===== config.mk =====
export PLATFORM = sky130hd
export DESIGN_NAME = volume_ctrl_mc
export DESIGN_NICKNAME = d
export VERILOG_FILES = /design/src/rtl/volume_pkg.sv /design/src/rtl/volume_ramp.sv /design/src/rtl/volume_ctrl_mc.sv
export SDC_FILE = /design/constraint.sdc
export NUM_CORES = 1
export LEC_CHECK = 0
export CORE_MARGIN = 2
export CORE_UTILIZATION = 29
export DETAILED_ROUTE_END_ITERATION = 7
export GPL_TIMING_DRIVEN = 0
export PLACE_DENSITY = 0.46
export REMOVE_ABC_BUFFERS = 1
export SKIP_CTS_REPAIR_TIMING = 1
export SLEW_MARGIN = 40
export SYNTH_ARGS = -nofsm -noshare
export SYNTH_HDL_FRONTEND = slang
export SYNTH_SLANG_ARGS = --single-unit

===== constraint.sdc =====
create_clock -name clk -period 4.1 [get_ports clk]
set_input_delay 0.82 -clock clk [delete_from_list [all_inputs] [get_ports clk]]
set_output_delay 0.82 -clock clk [all_outputs]
set_load 0.02 [all_outputs]

===== src/rtl/volume_pkg.sv =====
// rtl/volume_pkg.sv - shared types and helpers for the volume controller
package volume_pkg;

    typedef enum logic [1:0] {
        DIR_NONE = 2'd0,
        DIR_UP   = 2'd1,
        DIR_DOWN = 2'd2
    } dir_t;

    // Width needed to index n items; never below 1 so single-entry cases stay legal.
    function automatic int calc_w(input int n);
        return (n > 1) ? $clog2(n) : 1;
    endfunction

    function automatic logic [15:0] sat_step(
        input logic [15:0] v,
        input dir_t        d,
        input logic [15:0] max_v
    );
        logic [15:0] r;
        r = v;
        if (d == DIR_UP && v < max_v)
            r = v + 16'd1;
        else if (d == DIR_DOWN && v != 16'd0)
            r = v - 16'd1;
        return r;
    endfunction

endpackage


===== src/rtl/volume_ramp.sv =====
// rtl/volume_ramp.sv - one channel amplitude slew toward a target without overshoot
module volume_ramp
    import volume_pkg::*;
#(
    parameter int          AMP_W     = 16,
    parameter logic [15:0] RAMP_STEP = 16'h0200
) (
    input  logic             clk,
    input  logic             rst_n,
    input  logic             tick,
    input  logic [AMP_W-1:0] target,
    output logic [AMP_W-1:0] amplitude,
    output logic             at_target
);

    localparam logic [AMP_W-1:0] RS = AMP_W'(RAMP_STEP);

    logic [AMP_W-1:0] amp_nxt;

    // Within one step of the target the channel snaps exactly onto it.
    always_comb begin
        amp_nxt = amplitude;
        if (tick) begin
            if (target > amplitude) begin
                if ((target - amplitude) <= RS)
                    amp_nxt = target;
                else
                    amp_nxt = amplitude + RS;
            end else if (target < amplitude) begin
                if ((amplitude - target) <= RS)
                    amp_nxt = target;
                else
                    amp_nxt = amplitude - RS;
            end
        end
    end

    always_ff @(posedge clk or negedge rst_n) begin
        if (!rst_n) begin
            amplitude <= '0;
            at_target <= 1'b1;
        end else begin
            amplitude <= amp_nxt;
            at_target <= (amp_nxt == target);
        end
    end

endmodule


===== src/rtl/volume_ctrl_mc.sv =====
// rtl/volume_ctrl_mc.sv - multi-channel volume control with auto-repeat, mute and ramp
module volume_ctrl_mc
    import volume_pkg::*;
#(
    parameter int          CH         = 2,
    parameter int          LEVELS     = 16,
    parameter int          AMP_W      = 16,
    parameter logic [15:0] STEP       = 16'h0800,
    parameter int          HOLD_CYC   = 8,
    parameter int          REPEAT_CYC = 4,
    parameter int          RAMP_DIV   = 1,
    parameter logic [15:0] RAMP_STEP  = 16'h0200,
    parameter int          VOL_W      = calc_w(LEVELS)
) (
    input  logic                  clk,
    input  logic                  rst_n,
    input  logic                  button_up,
    input  logic                  button_down,
    input  logic [CH-1:0]         ch_mask,
    input  logic                  mute_toggle,
    output logic [CH*VOL_W-1:0]   volume,
    output logic [CH*AMP_W-1:0]   amplitude_max,
    output logic [CH*AMP_W-1:0]   amplitude_min,
    output logic                  muted,
    output logic                  busy
);

    localparam int HC_W   = calc_w(HOLD_CYC + 1);
    localparam int RC_W   = calc_w(REPEAT_CYC);
    localparam int TICK_W = calc_w(RAMP_DIV);

    localparam logic [HC_W-1:0]   HOLD_MAX  = HC_W'(HOLD_CYC);
    localparam logic [RC_W-1:0]   REP_LAST  = RC_W'(REPEAT_CYC - 1);
    localparam logic [TICK_W-1:0] TICK_LAST = TICK_W'(RAMP_DIV - 1);
    localparam logic [15:0]       VOL_MAX   = 16'(LEVELS - 1);

    dir_t            dir, dir_prev;
    logic            press, step;
    logic [HC_W-1:0] hold_cnt, hold_cnt_nxt;
    logic [RC_W-1:0] rep_cnt, rep_cnt_nxt;

    logic [TICK_W-1:0] tick_cnt;
    logic              tick;

    logic [VOL_W-1:0] vol     [CH];
    logic [CH-1:0]    at_target;

    always_comb begin
        dir = DIR_NONE;
        if (button_up && !button_down)
            dir = DIR_UP;
        else if (button_down && !button_up)
            dir = DIR_DOWN;
    end

    assign press = (dir != DIR_NONE) && (dir != dir_prev);

    // hold_cnt tracks k up to HOLD_CYC and then parks; rep_cnt paces the repeats after it.
    always_comb begin
        hold_cnt_nxt = hold_cnt;
        rep_cnt_nxt  = rep_cnt;
        step         = 1'b0;
        if (dir == DIR_NONE) begin
            hold_cnt_nxt = '0;
            rep_cnt_nxt  = '0;
        end else if (press) begin
            step         = 1'b1;
            hold_cnt_nxt = HC_W'(1);
            rep_cnt_nxt  = '0;
        end else if (hold_cnt < HOLD_MAX) begin
            hold_cnt_nxt = hold_cnt + HC_W'(1);
        end else begin
            step        = (rep_cnt == '0);
            rep_cnt_nxt = (rep_cnt == REP_LAST) ? '0 : rep_cnt + RC_W'(1);
        end
    end

    always_ff @(posedge clk or negedge rst_n) begin
        if (!rst_n) begin
            dir_prev <= DIR_NONE;
            hold_cnt <= '0;
            rep_cnt  <= '0;
            muted    <= 1'b0;
            tick_cnt <= '0;
        end else begin
            dir_prev <= dir;
            hold_cnt <= hold_cnt_nxt;
            rep_cnt  <= rep_cnt_nxt;
            muted    <= muted ^ mute_toggle;
            tick_cnt <= tick ? '0 : tick_cnt + TICK_W'(1);
        end
    end

    assign tick = (tick_cnt == TICK_LAST);

    genvar gi;
    generate
        for (gi = 0; gi < CH; gi++) begin : g_ch
            logic [AMP_W-1:0] target;
            logic [AMP_W-1:0] amp;

            always_ff @(posedge clk or negedge rst_n) begin
                if (!rst_n)
                    vol[gi] <= '0;
                else if (step && ch_mask[gi])
                    vol[gi] <= VOL_W'(sat_step(16'(vol[gi]), dir, VOL_MAX));
            end

            assign target = muted ? '0 : AMP_W'(vol[gi]) * AMP_W'(STEP);

            volume_ramp #(
                .AMP_W     (AMP_W),
                .RAMP_STEP (RAMP_STEP)
            ) u_ramp (
                .clk       (clk),
                .rst_n     (rst_n),
                .tick      (tick),
                .target    (target),
                .amplitude (amp),
                .at_target (at_target[gi])
            );

            assign volume[gi*VOL_W +: VOL_W]        = vol[gi];
            assign amplitude_max[gi*AMP_W +: AMP_W] = amp;
            assign amplitude_min[gi*AMP_W +: AMP_W] = ~amp + AMP_W'(1);
        end
    endgenerate

    assign busy = ~&at_target;

endmodule


==> flow_summary.toml <==
[status]
outcome = "completed"

[clock_tree]
root_buffer = "clkbuf_16"
cts.clk_slew.worst_paths_ns = 0.07
insertion_delay_ns = 0.29
cts_sinks = 51
clock_path_buffers = 2
tritoncts = "done"
cts_made_buffers = 5
htree_levels = 2

[finish]
diodes = 0
layout-drive-gt1-share = 0.0614
layout.nets = 679
most-common-layout-cells = "clkdlybuf4s50_1, dfrtp_1, nor2_1"
mostFrequentLayoutCell = "clkdlybuf4s50_1"
nFillCells = 1624
synthToLayoutAreaGrowth_pct = 25.2
fin_area_mm2 = 0.00592
stdcell_count = 851

[drt]
avgRoutedWirePerCell_um = 16.2
drt-initial-drc-count = 320
drt_wl_total_um = 13800
ant_nets = 0
vias = 4473
viasPerCell = 5.26
first_pass_iters = 5
drc = 0

[worst_setup_path]
start_kind = "flip-flop"
critPathCaptureType = "flip-flop"
cp.arrival_ns = 4.11
path_max_fanout = 14
rr_worst_depth = 11
slowest_delay_ns = 0.52
reg2reg_slack_ns = 0.23
r2r_start = "muted$_DFF_PN0_"
worst-setup-path-type = "flip-flop to flip-flop"
crit_path_top_delay_cell = "dfrtp_2"
crit_required_ns = 4.33
worstPathCellList = "nand2b_1, ha_1, nor4bb_2, o31ai_1, a21oi_2, a31oi_1, a21boi_0, o21ai_0, a2111o_1, a2111oi_2, and4bb_1"
r2r-end = "g_ch[0].u_ramp.at_target$_DFF_PN1_"

[placement]
port_buffers = 80
dp_hpwl_um = 10600
gp_congestion = 0.932
place_area_mm2 = 0.00569
dp.cells = 841

[timing]
slew_violations = 0
maxClockFrequency_mhz = 258
rsz0062_at_grt = "false"
setup-violations-final = 0
fin_crit_sh = 0.945
hold_violations = 0
period_needed_ns = 3.87
worstMarginPinSlew_ns = 0.771
fin_skew_ns = 0.00630
max_slew_margin = 0.485

[power_and_ir_drop]
power_density_mw_per_mm2 = 818
peakVddDrop_mv = 0.515
finalPower_mw = 4.84
p_leak_nw = 2.46

[grt]
gr-usage-all-layers = 0.156
gr-total-overflow = 0
grt_pass1_wl_um = 22500
grt_antenna_before_repair = 0
grt_max_degree = 29
first_global_vias = 4266

[synthesis]
synth_ff_type = "dfrtp_1"
post_synth_num_cell_types = 70
ys.warnings.count = 0
yosys_register_bits = 51
synthArstFlopShare = 1.00
syn_avg_cell_area_um2 = 8.27
synth_edf_count = 0
yosysSeqAreaShare = 0.270
syn_area_mm2 = 0.00473
netlist_instances = 572

[floorplanning]
die_w_um = 132
core_mm2 = 0.0159
die_h_um = 132
start_util = 0.298
ios = 81
dieArea_mm2 = 0.0173
std_cell_rows = 46

[min_path]
hold_path_class = "primary input to asynchronous set/reset pin"

[run]
drv_cap = 0
[layout make-up]
cell class / count / area [µm²] / share of cell area
multi-input combinational: 462 / 3270 / 0.553
sequential: 51 / 1280 / 0.216
timing repair buffer: 83 / 833 / 0.141
tap: 216 / 270 / 0.0456
clock buffer: 5 / 125 / 0.0211
inverter: 31 / 116 / 0.0197
clock inverter: 3 / 23.8 / 0.00402
[registers in the layout (all words and copies together) (netlist names)]
signal,count
dir_prev,2
g_ch.u_ramp.amplitude,32
g_ch.u_ramp.at_target,2
hold_cnt,4
muted,1
rep_cnt,2
volume,8
[metrics by stage]
step / setup TNS (ns) / util / worst slack, ns / hold WS (ns)
after CTS: -0.155 / 0.368 / -0.116 / 0.438
after global placement: -1.90 / 0.356 / -0.415 / 0.531
after floorplan: 0 / - / 0.476 / 0.510
after detailed placement: -0.0536 / 0.358 / -0.0531 / 0.545
final: 0 / 0.373 / 0.227 / 0.428
after global routing: 0 / 0.373 / 0.0123 / 0.446
[cell usage after synthesis, types with 4 or more instances]
cell type | number | area share
a211oi_1 | 13 | 0.021
a21o_1 | 5 | 0.0079
a21oi_1 | 30 | 0.032
a31oi_1 | 9 | 0.012
and3_1 | 8 | 0.011
clkbuf_1 | 21 | 0.017
dfrtp_1 | 49 | 0.26
fa_1 | 4 | 0.017
ha_1 | 34 | 0.090
inv_1 | 29 | 0.023
mux2i_1 | 9 | 0.019
nand2_1 | 42 | 0.033
nand2b_1 | 10 | 0.013
nand3_1 | 24 | 0.025
nand4_1 | 10 | 0.013
nor2_1 | 45 | 0.036
nor2b_1 | 17 | 0.022
nor3_1 | 27 | 0.029
nor4_1 | 6 | 0.0079
o211ai_1 | 6 | 0.0095
o21a_1 | 7 | 0.011
o21ai_0 | 25 | 0.026
o21ai_1 | 4 | 0.0042
o221ai_1 | 4 | 0.0074
o31ai_1 | 4 | 0.0064
or4_1 | 5 | 0.0079
xnor2_1 | 39 | 0.072
xor2_1 | 18 | 0.033
[logic make-up (layout without fill, tap and decap cells)]
| kind of cell | Yosys count | in the layout | synth area share |
|---|---|---|---|
| mux | 11 | 11 | 0.0238 |
| xor+xnor | 57 | 57 | 0.106 |
| buf+inv | 59 | 122 | 0.0537 |
| compound gates | 136 | 136 | 0.192 |
| fa+ha+maj | 38 | 38 | 0.107 |
| flops | 51 | 51 | 0.270 |
| simple gates | 220 | 220 | 0.248 |
[critical path: cells and delay by family, from the launching register on]
family / cells / cell delay (ns)
adders and majority gates: 1 / 0.44
AOI/OAI and AO/OA: 7 / 1.95
and+or+nand+nor: 3 / 0.90
DFF: 1 / 0.52
[power breakdown]
group	switching (mW)	internal, mW
clock	0.202	0.230
sequential	0.384	0.632
combinational	1.94	1.45
[layer usage]
layer | routed length (µm) | global-route usage
met3 | 463 | 0.0147
met5 | 0 | 0
met2 | 6600 | 0.262
met4 | 312 | 0.0592
met1 | 6440 | 0.208
[worst max-delay path by stage]
stage                                          start                                 end  slack, ns  cells past startpoint
2_1_floorplan  g_ch[0].u_ramp.amplitude[0]$_DFF_PN0_  g_ch[0].u_ramp.at_target$_DFF_PN1_       0.48                     11
4_1_cts                              muted$_DFF_PN0_  g_ch[1].u_ramp.at_target$_DFF_PN1_      -0.12                     13
5_1_grt        g_ch[0].u_ramp.amplitude[0]$_DFF_PN0_  g_ch[0].u_ramp.at_target$_DFF_PN1_       0.01                     12
3_3_place_gp                         muted$_DFF_PN0_  g_ch[0].u_ramp.at_target$_DFF_PN1_      -0.41                     12
6_report                             muted$_DFF_PN0_  g_ch[0].u_ramp.at_target$_DFF_PN1_       0.23                     11
3_5_place_dp                         muted$_DFF_PN0_  g_ch[1].u_ramp.at_target$_DFF_PN1_      -0.05                     13
(Power assumes the default switching activity.)
